<file path="src/rtl/sd_fifo_pkg.sv">
// Shared helpers for the S FIFO head/tail pair: pointer grey coding and clocking defines.
`ifndef SDLIB_CLOCKING
`define SDLIB_CLOCKING posedge clk or negedge reset
`endif
`ifndef SDLIB_DELAY
`define SDLIB_DELAY
`endif

package sd_fifo_pkg;

    // Wide enough for any pointer; callers zero-extend in and slice their width back out.
    localparam int unsigned PtrMaxW = 32;
    typedef logic [PtrMaxW-1:0] ptr_t;

    function automatic ptr_t bin2grey(input ptr_t bin);
        return bin ^ (bin >> 1);
    endfunction

    function automatic ptr_t grey2bin(input ptr_t grey);
        ptr_t bin;
        bin[PtrMaxW-1] = grey[PtrMaxW-1];
        for (int i = PtrMaxW - 2; i >= 0; i--) begin
            bin[i] = bin[i+1] ^ grey[i];
        end
        return bin;
    endfunction

endpackage

</file>
<file path="src/rtl/sd_fifo_head_pkt_if.sv">
// Producer-side packet handshake between a source and sd_fifo_head_pkt.
interface sd_fifo_head_pkt_if #(
    parameter int unsigned asz = 4
);
    logic           c_srdy;
    logic           c_drdy;
    logic           c_commit;
    logic           c_abort;
    logic [asz:0]   c_usage;
    logic           c_drop;

    modport master (
        output c_srdy, c_commit, c_abort,
        input  c_drdy, c_usage, c_drop
    );

    modport slave (
        input  c_srdy, c_commit, c_abort,
        output c_drdy, c_usage, c_drop
    );
endinterface

</file>
<file path="src/rtl/sd_fifo_head_pkt.sv">
// Write-side controller for the S FIFO with commit/abort packet semantics.
// Define SD_FIFO_HEAD_DROP_EN to drop overflowing packets instead of back-pressuring.
module sd_fifo_head_pkt
    import sd_fifo_pkg::*;
#(
    parameter int unsigned depth = 16,
    parameter int unsigned async = 0,
    parameter int unsigned asz   = $clog2(depth)
) (
    input  logic            clk,
    input  logic            reset,
    sd_fifo_head_pkt_if.slave c,
    output logic            wr_en,
    output logic [asz-1:0]  wr_addr,
    output logic [asz:0]    wrptr_head,
    input  logic [asz:0]    rdptr_tail
);

    logic [asz:0] wrptr, cptr, nxt_wrptr, nxt_cptr;
    logic [asz:0] rdptr, head_grey;
    logic         full;
    ptr_t         rd_bin_ext, head_grey_ext;
    logic         unused_ext;

    always_comb begin
        rd_bin_ext    = grey2bin(ptr_t'(rdptr_tail));
        head_grey_ext = bin2grey(ptr_t'(nxt_cptr));
    end

    assign unused_ext = ^{rd_bin_ext[PtrMaxW-1:asz+1], head_grey_ext[PtrMaxW-1:asz+1]};
    assign rdptr      = (async != 0) ? rd_bin_ext[asz:0] : rdptr_tail;
    assign full       = (wrptr[asz] != rdptr[asz]) && (wrptr[asz-1:0] == rdptr[asz-1:0]);
    assign c.c_usage  = wrptr - rdptr;
    assign wr_addr    = wrptr[asz-1:0];
    assign wrptr_head = (async != 0) ? head_grey : cptr;

`ifdef SD_FIFO_HEAD_DROP_EN
    logic drop, drop_pulse, drop_hit, drop_end;

    // A refused word while full condemns the rest of the packet, unless it is being aborted.
    assign drop_hit = drop | (c.c_srdy & full & ~c.c_abort);
    assign drop_end = drop_hit & (c.c_commit | c.c_abort);
    assign c.c_drdy = ~full | drop;
    assign wr_en    = c.c_srdy & c.c_drdy & ~c.c_abort & ~drop;
    assign c.c_drop = drop_pulse;
`else
    assign c.c_drdy = ~full;
    assign wr_en    = c.c_srdy & c.c_drdy & ~c.c_abort;
    assign c.c_drop = 1'b0;
`endif

    always_comb begin
        nxt_wrptr = wrptr;
        nxt_cptr  = cptr;
        if (c.c_abort) begin
            nxt_wrptr = cptr;
        end else if (wr_en) begin
            nxt_wrptr = wrptr + 1'b1;
        end
        if (!c.c_abort && c.c_commit) begin
            nxt_cptr = nxt_wrptr;
        end
`ifdef SD_FIFO_HEAD_DROP_EN
        if (drop_end) begin
            nxt_wrptr = cptr;
            nxt_cptr  = cptr;
        end
`endif
    end

    always_ff @(`SDLIB_CLOCKING) begin
        if (!reset) begin
            wrptr     <= '0;
            cptr      <= '0;
            head_grey <= '0;
        end else begin
            wrptr     <= nxt_wrptr;
            cptr      <= nxt_cptr;
            head_grey <= head_grey_ext[asz:0];
        end
    end

`ifdef SD_FIFO_HEAD_DROP_EN
    always_ff @(`SDLIB_CLOCKING) begin
        if (!reset) begin
            drop       <= 1'b0;
            drop_pulse <= 1'b0;
        end else begin
            drop       <= drop_hit & ~drop_end;
            drop_pulse <= drop_end;
        end
    end
`endif

endmodule
</file>
<file path="src/flat_wrapper.sv">
// flat-port wrapper written by rule: the top's interface ports become plain ports
module sd_fifo_head_pkt_flat import sd_fifo_pkg::*;
#(
    parameter int unsigned depth = 16,
    parameter int unsigned async = 0,
    parameter int unsigned asz   = $clog2(depth)
)
  (clk, reset, wr_en, wr_addr, wrptr_head, rdptr_tail, c_c_srdy, c_c_commit, c_c_abort, c_c_drdy, c_c_usage, c_c_drop);
  sd_fifo_head_pkt_if #(.asz(asz)) c_i ();
  input  logic clk;
  input  logic reset;
  output logic wr_en;
  output logic [asz-1:0] wr_addr;
  output logic [asz:0] wrptr_head;
  input  logic [asz:0] rdptr_tail;
  input wire logic [$bits(c_i.c_srdy)-1:0] c_c_srdy;
  input wire logic [$bits(c_i.c_commit)-1:0] c_c_commit;
  input wire logic [$bits(c_i.c_abort)-1:0] c_c_abort;
  output wire logic [$bits(c_i.c_drdy)-1:0] c_c_drdy;
  output wire logic [$bits(c_i.c_usage)-1:0] c_c_usage;
  output wire logic [$bits(c_i.c_drop)-1:0] c_c_drop;
  assign c_i.c_srdy = c_c_srdy;
  assign c_i.c_commit = c_c_commit;
  assign c_i.c_abort = c_c_abort;
  assign c_c_drdy = c_i.c_drdy;
  assign c_c_usage = c_i.c_usage;
  assign c_c_drop = c_i.c_drop;
  sd_fifo_head_pkt #(.depth(depth), .async(async), .asz(asz)) u_core (.clk(clk), .reset(reset), .c(c_i), .wr_en(wr_en), .wr_addr(wr_addr), .wrptr_head(wrptr_head), .rdptr_tail(rdptr_tail));
endmodule
</file>
<file path="config.mk">
export PLATFORM = sky130hd
export DESIGN_NAME = sd_fifo_head_pkt_flat
export DESIGN_NICKNAME = d
export VERILOG_FILES = /design/src/rtl/sd_fifo_pkg.sv /design/src/rtl/sd_fifo_head_pkt_if.sv /design/src/rtl/sd_fifo_head_pkt.sv /design/src/flat_wrapper.sv
export SDC_FILE = /design/constraint.sdc
export NUM_CORES = 1
export LEC_CHECK = 0
export ABC_AREA = 1
export CELL_PAD_IN_SITES_DETAIL_PLACEMENT = 0
export CELL_PAD_IN_SITES_GLOBAL_PLACEMENT = 1
export CORE_MARGIN = 5
export CORE_UTILIZATION = 30
export DETAILED_ROUTE_END_ITERATION = 10
export PLACE_DENSITY_LB_ADDON = 0.1
export SLEW_MARGIN = 20
export SYNTH_ARGS = -nofsm -noshare
export SYNTH_HDL_FRONTEND = slang
export SYNTH_SLANG_ARGS = --single-unit
export TNS_END_PERCENT = 30
</file>
<file path="constraint.sdc">
create_clock -name clk -period 2.1 [get_ports clk]
set_input_delay 0.42 -clock clk [delete_from_list [all_inputs] [get_ports clk]]
set_output_delay 0.42 -clock clk [all_outputs]
set_load 0.01 [all_outputs]
</file>
Word-level counts from Yosys, hierarchy flattened
Cells that the tools add are included.
{"block": "word_totals", "register_bits": 10}
{"block": "classes", "add_sub_neg": 2, "eq_ne": 2, "muxes": 2, "bitwise_logic": 4, "reduce_logical": 3}
{"cell": "5-bit two-way mux", "n": 2}
{"cell": "5-bit by 1-bit adder with 5-bit output, second input constant", "n": 1}
{"cell": "5-bit subtractor", "n": 1}
{"cell": "4-bit equality test", "n": 1}
{"cell": "1-bit AND", "n": 2}
{"cell": "1-bit logical AND", "n": 2}
{"cell": "1-bit inverter", "n": 2}
{"cell": "1-bit zero test", "n": 1}
{"cell": "1-bit inequality test", "n": 1}

Logic depth before layout (Yosys ltp)
{"block": "logic_depth", "word_depth": 7, "mapped_depth": 10, "mapped_depth_nobuf": 9}

Worst setup path after synthesis
Ideal clock, no wire load.
{"block": "synth_path", "path_kind": "reg-to-output", "start": "reg u_core.wrptr[0]", "end": "out c_c_usage[4]", "arrival_time_ns": 1.432, "required_ns": 1.680, "path_slack_ns": 0.248, "stages_incl_launch_ff": 8, "n_path_buf": 0, "cell_sequence": "dfrtp_1 inv_1 ha_1 inv_1 fa_1 nand3_1 nand2_1 xnor2_1"}
{"block": "synth_between", "elab_chain_cells": 1}
{"element": "start: declaration", "line": "sd_fifo_head_pkt.sv:19", "source": "logic [asz:0] wrptr, cptr, nxt_wrptr, nxt_cptr;"}
{"element": "start signal: assignment", "line": "sd_fifo_head_pkt.sv:77", "source": "wrptr <= nxt_wrptr;"}
{"element": "5-bit subtractor", "line": "sd_fifo_head_pkt.sv:33", "source": "assign c.c_usage = wrptr - rdptr;"}
{"element": "end: declaration", "line": "flat_wrapper.sv:20", "source": "output wire logic [$bits(c_i.c_usage)-1:0] c_c_usage;"}
Every way passes these cells.

Final worst setup path
Same ends and word-level chain as after synthesis.

==> key figures <==
Outcome
  • Outcome: complete, no violations

Setup path
  • Buf/Inv on CP: 3
  • Delay-heaviest family, CP: adder cells
  • Crit-path slowest cell: dfrtp_1
  • CP Cell Sequence: inv_2 -> ha_4 -> inv_2 -> fa_2 -> nand3_2 -> nand2_2 -> xnor2_2 -> buf_2
  • Worst path max stage delay: roughly 380 ps
  • Critical path type: flip-flop to primary output
  • CP max FO: 2
  • Crit start category: flip-flop
  • CP Data Required Time: approximately 1700 ps
  • Most used cell, CP: inv_2
  • CP arrival: around 1700 ps
  • Crit. End Element: primary output

Drt
  • DRT Wirelength: roughly 2000 µm
  • Drt wl/cell: 11.57 µm
  • Antenna-violating nets left: 0
  • Via count: approximately 760
  • Initial DRC Count: 25
  • DR DRC count: 0
  • Average via count per standard cell: 4.509
  • First-pass iteration count of the detailed router: 4

Global route
  • Overflow after GRT: 0
  • Initial antenna violation count: 0
  • Vias in the first global route: between 700 and 800
  • Total track usage: 11.74%
  • First-pass GRT wire length: 3180 µm
  • Pin count of the biggest net entering global routing: 11

Clock network
  • Hold_buf cts: 0
  • CTS Sinks: 10
  • Clock Tree Root: clkbuf_4
  • CTS buffer count: 3
  • CTS H-tree lvls: 1
  • Worst-path clk slew: 60 ps
  • CTS tree: built
  • Clk_lat worst skew: between 200 and 300 ps
  • Clock Path Buffers: 2

Power
  • Comb pwr share: 60.9%
  • Design Power: 1.070 mW
  • Cell internal pwr: ~0.66 mW
  • Worst vdd rail ir drop: between 0.4 and 0.5 mV
  • Power share of the sequential group: a little over a quarter
  • Clock Power Share: a little under an eighth
  • NetSw: between 0.4 and 0.5 mW
  • Switching Fraction: between 30% and 40%
  • Static Leak: between 0.6 and 0.7 nW
  • Power per Cell Area: just over 900 mW/mm²

Placement
  • Area after DPL: 0.001085 mm²
  • Post-Place Cells: ~160
  • DP Wirelength: ~1600 µm
  • Post-Place Worst Slack: -641.4 ps
  • Buffers on Ports: 25
  • RePlAce Congestion: 0.7990

Layout
  • Reg area: approximately 250 µm²
  • Final Cell Area: ~0.0012 mm²
  • Final non-filler cell total: 169
  • Ratio of cells with drive above 1 in the final layout: ~30%
  • Multi-input logic area: ~470 µm²
  • Fillers: around 260
  • Area growth from synthesis to layout: 54.80%
  • Layout Nets: ~160
  • Diodes inserted: 0
  • Fin util: about half

STA
  • Final setup viols: 0
  • RSZ-0062 raised after global routing: yes
  • Max Clock Freq: 480.9 MHz
  • WHS: 479.5 ps
  • Tmin final: 2080 ps
  • Skew final: roughly 4.1 ps
  • Count of final hold-check violations: 0
  • Slew Viols, Final: 0
  • Setup TNS Final: 0 ps
  • Final setup margin: approximately 20 ps
  • Period utilisation layout: between 90% and 100%

Synthesis
  • Avg Cell Area, Syn: 7.337 µm²
  • Synth area leaders: dfrtp_1 (33%), nand2_1 (15%), nand3_1 (11%), ha_1 (8.3%), inv_1 (7.5%)
  • Yosys reg bits: 10
  • Synth top area share: 33.11%
  • Yosys warnings: 0
  • Synth area leader: dfrtp_1
  • Mapped Cells: 103
  • Register area share after synthesis: between 30 and 40%
  • Syn nets: 119
  • Post-Syn Area: about 760 µm²
  • Post-synth cell types: 18

Floorplan
  • Initial Util: a little under a third
  • Die width: around 60 µm
  • Cell Rows: 18
  • Boundary pin count: 27
  • Die Ht: 60.19 µm
  • Die area: between 0.003 and 0.004 mm²
  • Core area: 0.002432 mm²

Job
  • Max-Cap Viols: 0

Hold path
  • Worst Hold Class: input port to asynchronous set/reset pin
[cells by family (layout without fill, tap and decap cells)]
logic type               after synthesis  count (layout)  share of synthesized area (%)
AND/OR/NAND/NOR                       57              57                          34.44
buffers and inverters                 22              58                          14.90
flip-flops                            10              10                          33.11
adder cells (fa/ha/maj)                6               6                          10.93
AO/OA/AOI/OAI                          4               4                          2.649
XOR/XNOR                               3               3                          3.477
other                                  1               1                         0.4962
[worst register-to-register path, cell delays in order, from the launching register on]
cell	delay, ps
dfrtp_1	450
ha_4	300
nand2_1	60
nor2_1	100
nand2_1	90
buf_4	150
buf_4	160
nand3_1	70
nand2_1	70
nand3_1	80
nand2_1	50
[layout make-up]
| cell class | count | area share [%] |
|---|---|---|
| Sequential cell | 10 | 21.39 |
| Multi-Input combinational cell | 71 | 39.79 |
| Clock buffer | 3 | 1.925 |
| Timing Repair Buffer | 40 | 28.88 |
| Tap cell | 30 | 3.209 |
| Inverter | 15 | 4.813 |
[final timing paths]
| kind | start | end | slack [ps] | depth (start not counted) |
|---|---|---|---|---|
| max | u_core.wrptr[0] | c_c_usage[4] | 20 | 8 |
| max in group asynchronous | reset | u_core.wrptr[1] | 1300 | 1 |
| min | reset | u_core.wrptr_head[3] | 480 | 1 |
| min in group clk | u_core.wrptr_head[1] | u_core.wrptr[1] | 500 | 2 |
| min reg2reg | u_core.wrptr_head[1] | u_core.wrptr[1] | 500 | 2 |
| max reg2reg | u_core.wrptr[1] | u_core.wrptr_head[4] | 400 | 10 |
[power by group through the flow]
stage / Sequential, mW / Combinational [mW] / Clock, mW
after floorplan: 0.304 / 0.300 / 0
after global placement: 0.285 / 0.615 / 0
after detailed placement: 0.286 / 0.626 / 0
after CTS: 0.292 / 0.648 / 0.135
after global routing: 0.297 / 0.720 / 0.146
final: 0.291 / 0.651 / 0.127
[metal layers]
metal / global-route usage, % / up-vias / share of wire, % / routed length, µm
li1: - / 395 / - / -
met2: 19.91 / 23 / 47 / 929
met3: 1.944 / 7 / 5.6 / 109
met5: 0 / - / 0 / 0
met1: 13.80 / 337 / 44 / 857
met4: 6.646 / 0 / 3.1 / 60
[registers in the layout (all words and copies together), names as in the netlist]
signal / count
u_core.wrptr_head: 5
u_core.wrptr: 5
[cell usage after synthesis]
| master | instances |
|---|---|
| o21ai_1 | 2 |
| nand3b_2 | 1 |
| conb_1 | 1 |
| dfrtp_1 | 10 |
| xor2_1 | 2 |
| ha_1 | 5 |
| xnor2_1 | 1 |
| nand2_1 | 31 |
| nand4_1 | 3 |
| nand3_1 | 16 |
| buf_4 | 6 |
| buf_6 | 1 |
| nor2_1 | 3 |
| inv_1 | 15 |
| a21oi_1 | 2 |
| nand3_2 | 1 |
| nand2_2 | 2 |
| fa_1 | 1 |
[timing repair]
action / CTS / global route
setup buffers: 2 / 0
endpoints found under the setup margin: 7 / 3
gates cloned: 0 / 0
resized for setup: 42 / 2
pin swaps: 8 / 2
[cells in the final DEF (no fill, tap or decap), types with 4 or more instances in the layout]
cell type        synthesis  layout
dfrtp_1                 10      10
nand2_1                 31      30
ha_4                     0       4
buf_4                    6      14
buf_2                    0       4
inv_1                   15      10
dlygate4sd2_1            0       4
clkdlybuf4s50_1          0      15
nand3_1                 16      14
inv_2                    0       5
(Power assumes the default switching activity.)
